<file path="src/rtl/rv32i_fetch_buffer_pkg.sv">
// Shared types and constants for the RV32i instruction-fetch front end.
package rv32i_fetch_buffer_pkg;

    // Canonical RV32I no-op (addi x0, x0, 0), shown to decode when no instruction is valid.
    localparam logic [31:0] RV32I_NOP = 32'h0000_0013;

    // One buffered instruction together with the address it was fetched from.
    typedef struct packed {
        logic [31:0] pc;
        logic [31:0] inst;
    } fetch_entry_t;

endpackage

</file>
<file path="src/rtl/rv32i_fetch_buffer_fetch_fifo.sv">
// Small in-order FIFO with synchronous flush; the head entry is visible combinationally.
// A push and a pop in the same cycle are legal when full (the popped slot is refilled).
module fetch_fifo
    import rv32i_fetch_buffer_pkg::*;
#(
    parameter int unsigned DEPTH = 2,
    parameter type         T     = fetch_entry_t
) (
    input  logic                     clk_i,
    input  logic                     reset_i,
    input  logic                     push_i,
    input  T                         data_i,
    input  logic                     pop_i,
    input  logic                     flush_i,
    output T                         head_o,
    output logic                     full_o,
    output logic                     empty_o,
    output logic [$clog2(DEPTH):0]   count_o
);

    localparam int unsigned AW = $clog2(DEPTH);
    localparam int unsigned CW = AW + 1;
    localparam logic [AW-1:0] PTR_ONE   = AW'(1);
    localparam logic [CW-1:0] CNT_ONE   = CW'(1);
    localparam logic [CW-1:0] CNT_DEPTH = CW'(DEPTH);

    T              mem_q [DEPTH];
    logic [AW-1:0] wr_ptr_q, wr_ptr_d;
    logic [AW-1:0] rd_ptr_q, rd_ptr_d;
    logic [CW-1:0] count_q,  count_d;

    // Next-state pointers and occupancy; flush wins over any push/pop.
    always_comb begin
        wr_ptr_d = wr_ptr_q;
        rd_ptr_d = rd_ptr_q;
        count_d  = count_q;
        if (flush_i) begin
            wr_ptr_d = '0;
            rd_ptr_d = '0;
            count_d  = '0;
        end else begin
            if (push_i) wr_ptr_d = wr_ptr_q + PTR_ONE;
            if (pop_i)  rd_ptr_d = rd_ptr_q + PTR_ONE;
            case ({push_i, pop_i})
                2'b10:   count_d = count_q + CNT_ONE;
                2'b01:   count_d = count_q - CNT_ONE;
                default: count_d = count_q;
            endcase
        end
    end

    // Pointer and count registers, cleared asynchronously.
    always_ff @(posedge clk_i or posedge reset_i) begin
        if (reset_i) begin
            wr_ptr_q <= '0;
            rd_ptr_q <= '0;
            count_q  <= '0;
        end else begin
            wr_ptr_q <= wr_ptr_d;
            rd_ptr_q <= rd_ptr_d;
            count_q  <= count_d;
        end
    end

    // Storage array; contents are meaningless until pushed, so it carries no reset.
    always_ff @(posedge clk_i) begin
        if (push_i && !flush_i) mem_q[wr_ptr_q] <= data_i;
    end

    assign head_o  = mem_q[rd_ptr_q];
    assign full_o  = (count_q == CNT_DEPTH);
    assign empty_o = (count_q == '0);
    assign count_o = count_q;

    a_no_overflow:  assert property (@(posedge clk_i) disable iff (reset_i)
                                     !(push_i && !pop_i && !flush_i && full_o));
    a_no_underflow: assert property (@(posedge clk_i) disable iff (reset_i)
                                     !(pop_i && !flush_i && empty_o));

endmodule

</file>
<file path="src/rtl/rv32i_fetch_buffer.sv">
// Instruction-fetch front end for the RV32i pipeline: owns the fetch PC, issues
// instruction-memory requests, buffers returned words with their PCs and hands
// one instruction per cycle to decode.
//
// Handshakes:
//  - Memory side: a request is issued on a cycle where imem_req_o && imem_gnt_i;
//    req and address are held while gnt is low. Each issued request is answered by
//    exactly one imem_rvalid_i pulse, in issue order, at least one cycle later.
//  - Decode side: inst_valid_o is the valid; !stall_i && !redirect_i is the ready.
//    An instruction is consumed on a cycle where inst_valid_o && !stall_i && !redirect_i.
//  - A redirect flushes buffered words and marks every in-flight request to be dropped.
module rv32i_fetch_buffer
    import rv32i_fetch_buffer_pkg::*;
#(
    parameter int unsigned DEPTH    = 2,
    parameter logic [31:0] RESET_PC = 32'h0000_0000
) (
    input  logic        clk_i,
    input  logic        reset_i,
    output logic        imem_req_o,
    output logic [31:0] imem_add_o,
    input  logic        imem_gnt_i,
    input  logic        imem_rvalid_i,
    input  logic [31:0] imem_data_i,
    input  logic        stall_i,
    input  logic        redirect_i,
    input  logic [31:0] redirect_pc_i,
    output logic        inst_valid_o,
    output logic [31:0] inst_o,
    output logic [31:0] pc_o,
    output logic [31:0] pc_plus4_o
);

    localparam int unsigned CW = $clog2(DEPTH) + 1;
    localparam logic [CW-1:0] ONE       = CW'(1);
    localparam logic [CW:0]   DEPTH_OCC = (CW+1)'(DEPTH);

    logic [31:0]   fetch_pc_q, fetch_pc_d;
    logic [CW-1:0] outstanding_q, outstanding_d;
    logic [CW-1:0] drop_q, drop_d;
    logic [CW:0]   occupancy;

    logic          issue, push, pop;
    fetch_entry_t  push_entry, head;
    logic          fifo_full, fifo_empty;
    logic [CW-1:0] fifo_count;
    logic [31:0]   pcq_head;
    logic          pcq_full, pcq_empty;
    logic [CW-1:0] pcq_count;

    // Request only when every possible response already has a FIFO slot reserved.
    always_comb begin
        occupancy  = {1'b0, fifo_count} + {1'b0, outstanding_q};
        imem_req_o = !reset_i && !redirect_i && (occupancy < DEPTH_OCC);
        imem_add_o = fetch_pc_q;
        issue      = imem_req_o && imem_gnt_i;
        push       = imem_rvalid_i && !redirect_i && (drop_q == '0);
        pop        = !fifo_empty && !stall_i && !redirect_i;
        push_entry = '{pc: pcq_head, inst: imem_data_i};
    end

    // Fetch PC, in-flight count and drop count; a redirect overrides everything.
    always_comb begin
        fetch_pc_d    = fetch_pc_q;
        outstanding_d = outstanding_q;
        drop_d        = drop_q;
        if (issue)         outstanding_d = outstanding_d + ONE;
        if (imem_rvalid_i) outstanding_d = outstanding_d - ONE;
        if (redirect_i) begin
            fetch_pc_d = redirect_pc_i & 32'hFFFF_FFFC;
            drop_d     = imem_rvalid_i ? (outstanding_q - ONE) : outstanding_q;
        end else begin
            if (issue) fetch_pc_d = fetch_pc_q + 32'd4;
            if (imem_rvalid_i && (drop_q != '0)) drop_d = drop_q - ONE;
        end
    end

    // Front-end state registers, reset asynchronously.
    always_ff @(posedge clk_i or posedge reset_i) begin
        if (reset_i) begin
            fetch_pc_q    <= RESET_PC;
            outstanding_q <= '0;
            drop_q        <= '0;
        end else begin
            fetch_pc_q    <= fetch_pc_d;
            outstanding_q <= outstanding_d;
            drop_q        <= drop_d;
        end
    end

    // Buffered instructions waiting for decode.
    fetch_fifo #(
        .DEPTH (DEPTH),
        .T     (fetch_entry_t)
    ) u_entry_fifo (
        .clk_i   (clk_i),
        .reset_i (reset_i),
        .push_i  (push),
        .data_i  (push_entry),
        .pop_i   (pop),
        .flush_i (redirect_i),
        .head_o  (head),
        .full_o  (fifo_full),
        .empty_o (fifo_empty),
        .count_o (fifo_count)
    );

    // Addresses of in-flight requests. Never flushed: dropped responses still pop
    // their address, which keeps this queue aligned with the memory's reply stream.
    fetch_fifo #(
        .DEPTH (DEPTH),
        .T     (logic [31:0])
    ) u_pc_queue (
        .clk_i   (clk_i),
        .reset_i (reset_i),
        .push_i  (issue),
        .data_i  (fetch_pc_q),
        .pop_i   (imem_rvalid_i),
        .flush_i (1'b0),
        .head_o  (pcq_head),
        .full_o  (pcq_full),
        .empty_o (pcq_empty),
        .count_o (pcq_count)
    );

    // Decode-facing outputs straight from the FIFO head; NOP / PC 0 when empty.
    always_comb begin
        inst_valid_o = !fifo_empty;
        inst_o       = fifo_empty ? RV32I_NOP : head.inst;
        pc_o         = fifo_empty ? 32'h0000_0000 : head.pc;
        pc_plus4_o   = pc_o + 32'd4;
    end

    a_entry_no_overflow: assert property (@(posedge clk_i) disable iff (reset_i)
                                          !(push && !pop && fifo_full));
    a_pcq_no_overflow:   assert property (@(posedge clk_i) disable iff (reset_i)
                                          !(issue && pcq_full && !imem_rvalid_i));
    a_rvalid_expected:   assert property (@(posedge clk_i) disable iff (reset_i)
                                          !(imem_rvalid_i && pcq_empty));
    a_pcq_tracks_out:    assert property (@(posedge clk_i) disable iff (reset_i)
                                          pcq_count == outstanding_q);

endmodule

</file>
<file path="config.mk">
export PLATFORM = sky130hd
export DESIGN_NAME = rv32i_fetch_buffer
export DESIGN_NICKNAME = d
export VERILOG_FILES = /design/src/rtl/rv32i_fetch_buffer_pkg.sv /design/src/rtl/rv32i_fetch_buffer_fetch_fifo.sv /design/src/rtl/rv32i_fetch_buffer.sv
export SDC_FILE = /design/constraint.sdc
export NUM_CORES = 1
export LEC_CHECK = 0
export CAP_MARGIN = 20
export CORE_UTILIZATION = 41
export DETAILED_ROUTE_END_ITERATION = 7
export HOLD_SLACK_MARGIN = 0.15
export PLACE_DENSITY = 0.66
export SETUP_SLACK_MARGIN = 0.5
export SLEW_MARGIN = 20
export SYNTH_ARGS = -nofsm -noshare
export SYNTH_HDL_FRONTEND = slang
export SYNTH_SLANG_ARGS = --single-unit
</file>
<file path="constraint.sdc">
create_clock -name clk_i -period 7.42 [get_ports clk_i]
set_input_delay 1.484 -clock clk_i [delete_from_list [all_inputs] [get_ports clk_i]]
set_output_delay 1.484 -clock clk_i [all_outputs]
set_load 0.005 [all_outputs]
</file>
==> run metrics <==
Wirelength per Cell=16.77 um; final hold violations=0; Root Buffer=clkbuf_16; Top delay family on crit path=buffers and inverters; Post-CTS Resized=0; cts hold-fix bufs=0; vias in the first global route=6392; Skew-Pair Late Insertion Delay=0.51 ns; Syn Inst Count=741; Final min period=5.539 ns; RSZ-0062 raised after global routing=false; most common cell after layout, fill and taps aside=clkdlybuf4s50_1; Fin Setup TNS=0 ns; Worst Path Arrival=4.05 ns; asr flop ratio synth=0.1786; I/O Pins=200; layout cell share with drive strength beyond 1=0.1309; initial drt markers=324; number of flops mapped to enable cells by yosys=184; initial antenna violation count=0; synthesized area per cell=13.68 um^2; Yosys reg bits=224; Synth Area in XOR/XNOR=0.03369; Setup Skew=0.01706 ns; FP Rows=57; number of CTS-inserted buffers=24; adder-cell share of the synthesized area=0.005677; Setup crit start kind=register; largest family of logic cells by synthesized area=simple AND/OR/NAND/NOR gates; Max Cap Violations=0; most frequent cells in the layout=clkdlybuf4s50_1, edfxtp_1, nor2_1, mux2i_1, nand2_1; hpwl dp=14750 um; initial core utilization=0.4169; Placer Congestion=0.8147; Vias/cell=5.084; Post-synth top flop=edfxtp_1; CTS tree=done; die width=159.3 um; Sinks on Clock Net=224; layout net count=1011; WP buf/inv=2; CTS Buffer Depth=3; Cell variety after synth=55; Worst Tran Pin Value=0.7901 ns; final slew viol count=0; post-route insts no fill=1279; crit path capture type=primary output; CP max stage delay=0.93 ns; WP data required=5.94 ns; # diodes=0; Mapped Area=10140 um^2; dpl cells=1235; status=complete, no violations; Detailed Route WL=21450 um; Max Freq=180.6 MHz; Tcrit/Tclk final=0.7464; flop-to-flop setup slack=4.35 ns; first-pass GRT wire length=34660 um; post-route ant nets=0; detailed-route via count=6502; PD cells=261.6 nW/um^2; mux cell area share after synthesis=0.09762; Hold Crit Class=reg -> reg; Compound-Gate Fraction of Synth Area=0.05763; DRT Pass-1 Iters=5; CP max FO=50; Slew HR=0.4733; largest net degree at the start of global routing=60; number of H-tree levels=1; total track usage=0.1686; register area share after synthesis=0.6437; leakage power=4.466 nW; Crit-path slowest cell=dfrtp_4; min setup slack post-route=1.881 ns; dominant cell type by area after synthesis=edfxtp_1; top cell type's share of synthesized area=0.5450; Setup Crit Path Kind=reg -> out; YS warnings=0; die area=25360 um^2; Post-CTS Setup Bufs=0; I/O Buffers=191; Area Overhead vs Synth=29.68%; drc violations=0; gr ovfl total=0; worst path cell trace=buf_4 -> nand3_2 -> a211oi_4 -> nand4_4 -> nor4_2 -> xor2_1 -> clkdlybuf4s50_1; Die Y=159.3 um; Clock transition at path regs=0.07 ns; pre-CTS WS=2.326 ns; core area=24320 um^2; simple-gate area share of the yosys netlist=0.1339; Worst VDD drop=0.1461 mV; synth top area cells=edfxtp_1, dfrtp_1, mux2i_1; Final setup viols=0
[flip-flops by register name (all words and copies together) (netlist names)]
name and count:
u_entry_fifo.mem_q 124, outstanding_q 2, u_pc_queue.mem_q 60, u_entry_fifo.wr_ptr_q 1, u_entry_fifo.count_o 2, drop_q 2, u_entry_fifo.rd_ptr_q 1, u_pc_queue.wr_ptr_q 1
imem_add_o 30, u_pc_queue.rd_ptr_q 1
[per-stage QoR]
step	utilization	power, mW	hold WS, ns	area, um^2
finish	0.5406	3.440	0.5121	13150
floorplan	-	2.003	0.4608	10160
global route	0.5406	3.592	0.5387	13150
global placement	0.5088	2.305	0.4949	12370
CTS	0.5406	3.480	0.5122	13150
detailed placement	0.5088	2.315	0.5030	12370
[metal layers]
layer | wire (um) | global-route usage | vias to the layer above | part of all wire
met2 | 9545 | 0.2584 | 232 | 0.44
met3 | 1327 | 0.02761 | 27 | 0.062
li1 | - | - | 3143 | -
met5 | 0 | 0 | - | 0
met4 | 354 | 0.04414 | 0 | 0.017
met1 | 10230 | 0.2491 | 3100 | 0.48
[synthesized netlist by cell type, types with 12 or more instances]
cell,number
edfxtp_1,184
nor2_1,70
mux2i_1,64
nand2_1,55
dfrtp_1,40
mux2_2,31
o21ai_0,30
nand3_1,28
xor2_1,28
inv_1,13
nor3_1,13
buf_2,12
nand4_1,12
[power by group]
| part | leakage (nW) | total [mW] | internal [mW] | switching (mW) |
|---|---|---|---|---|
| registers | 2.15 | 1.62 | 1.51 | 0.105 |
| clock network | 0.379 | 1.15 | 0.685 | 0.470 |
| logic | 1.93 | 0.669 | 0.353 | 0.316 |
| total | 4.47 | 3.44 | 2.55 | 0.892 |
[final timing paths]
kind                                               from                     to  cells after the start
worst max-delay path              u_entry_fifo.rd_ptr_q         pc_plus4_o[31]                      7
worst min-delay path                u_pc_queue.wr_ptr_q    u_pc_queue.wr_ptr_q                      1
worst max register to register  u_entry_fifo.count_o[0]         imem_add_o[10]                      8
worst min register to register      u_pc_queue.wr_ptr_q    u_pc_queue.wr_ptr_q                      1
max in group asynchronous                       reset_i  u_entry_fifo.rd_ptr_q                      3
min in group asynchronous                       reset_i       outstanding_q[1]                      3
[cells by family (layout without fill, tap and decap cells)]
| family | Yosys count | in the layout |
|---|---|---|
| simple gates | 243 | 243 |
| xor+xnor | 39 | 39 |
| flops | 224 | 224 |
| fa+ha+maj | 4 | 4 |
| buf+inv | 53 | 262 |
| mux | 95 | 95 |
| other cells | 1 | 6 |
| compound gates | 82 | 82 |
[layout make-up]
cell class,count,area [um^2]
clock buffers,28,636.9
clock inverters,16,137.6
fillers,2027,11170
inverters,13,48.80
multi-input cells,469,3377
flip-flops and latches,224,6530
well taps,324,405.4
repair buffers,205,2012
No activity file was read; power rests on OpenSTA's default activity.
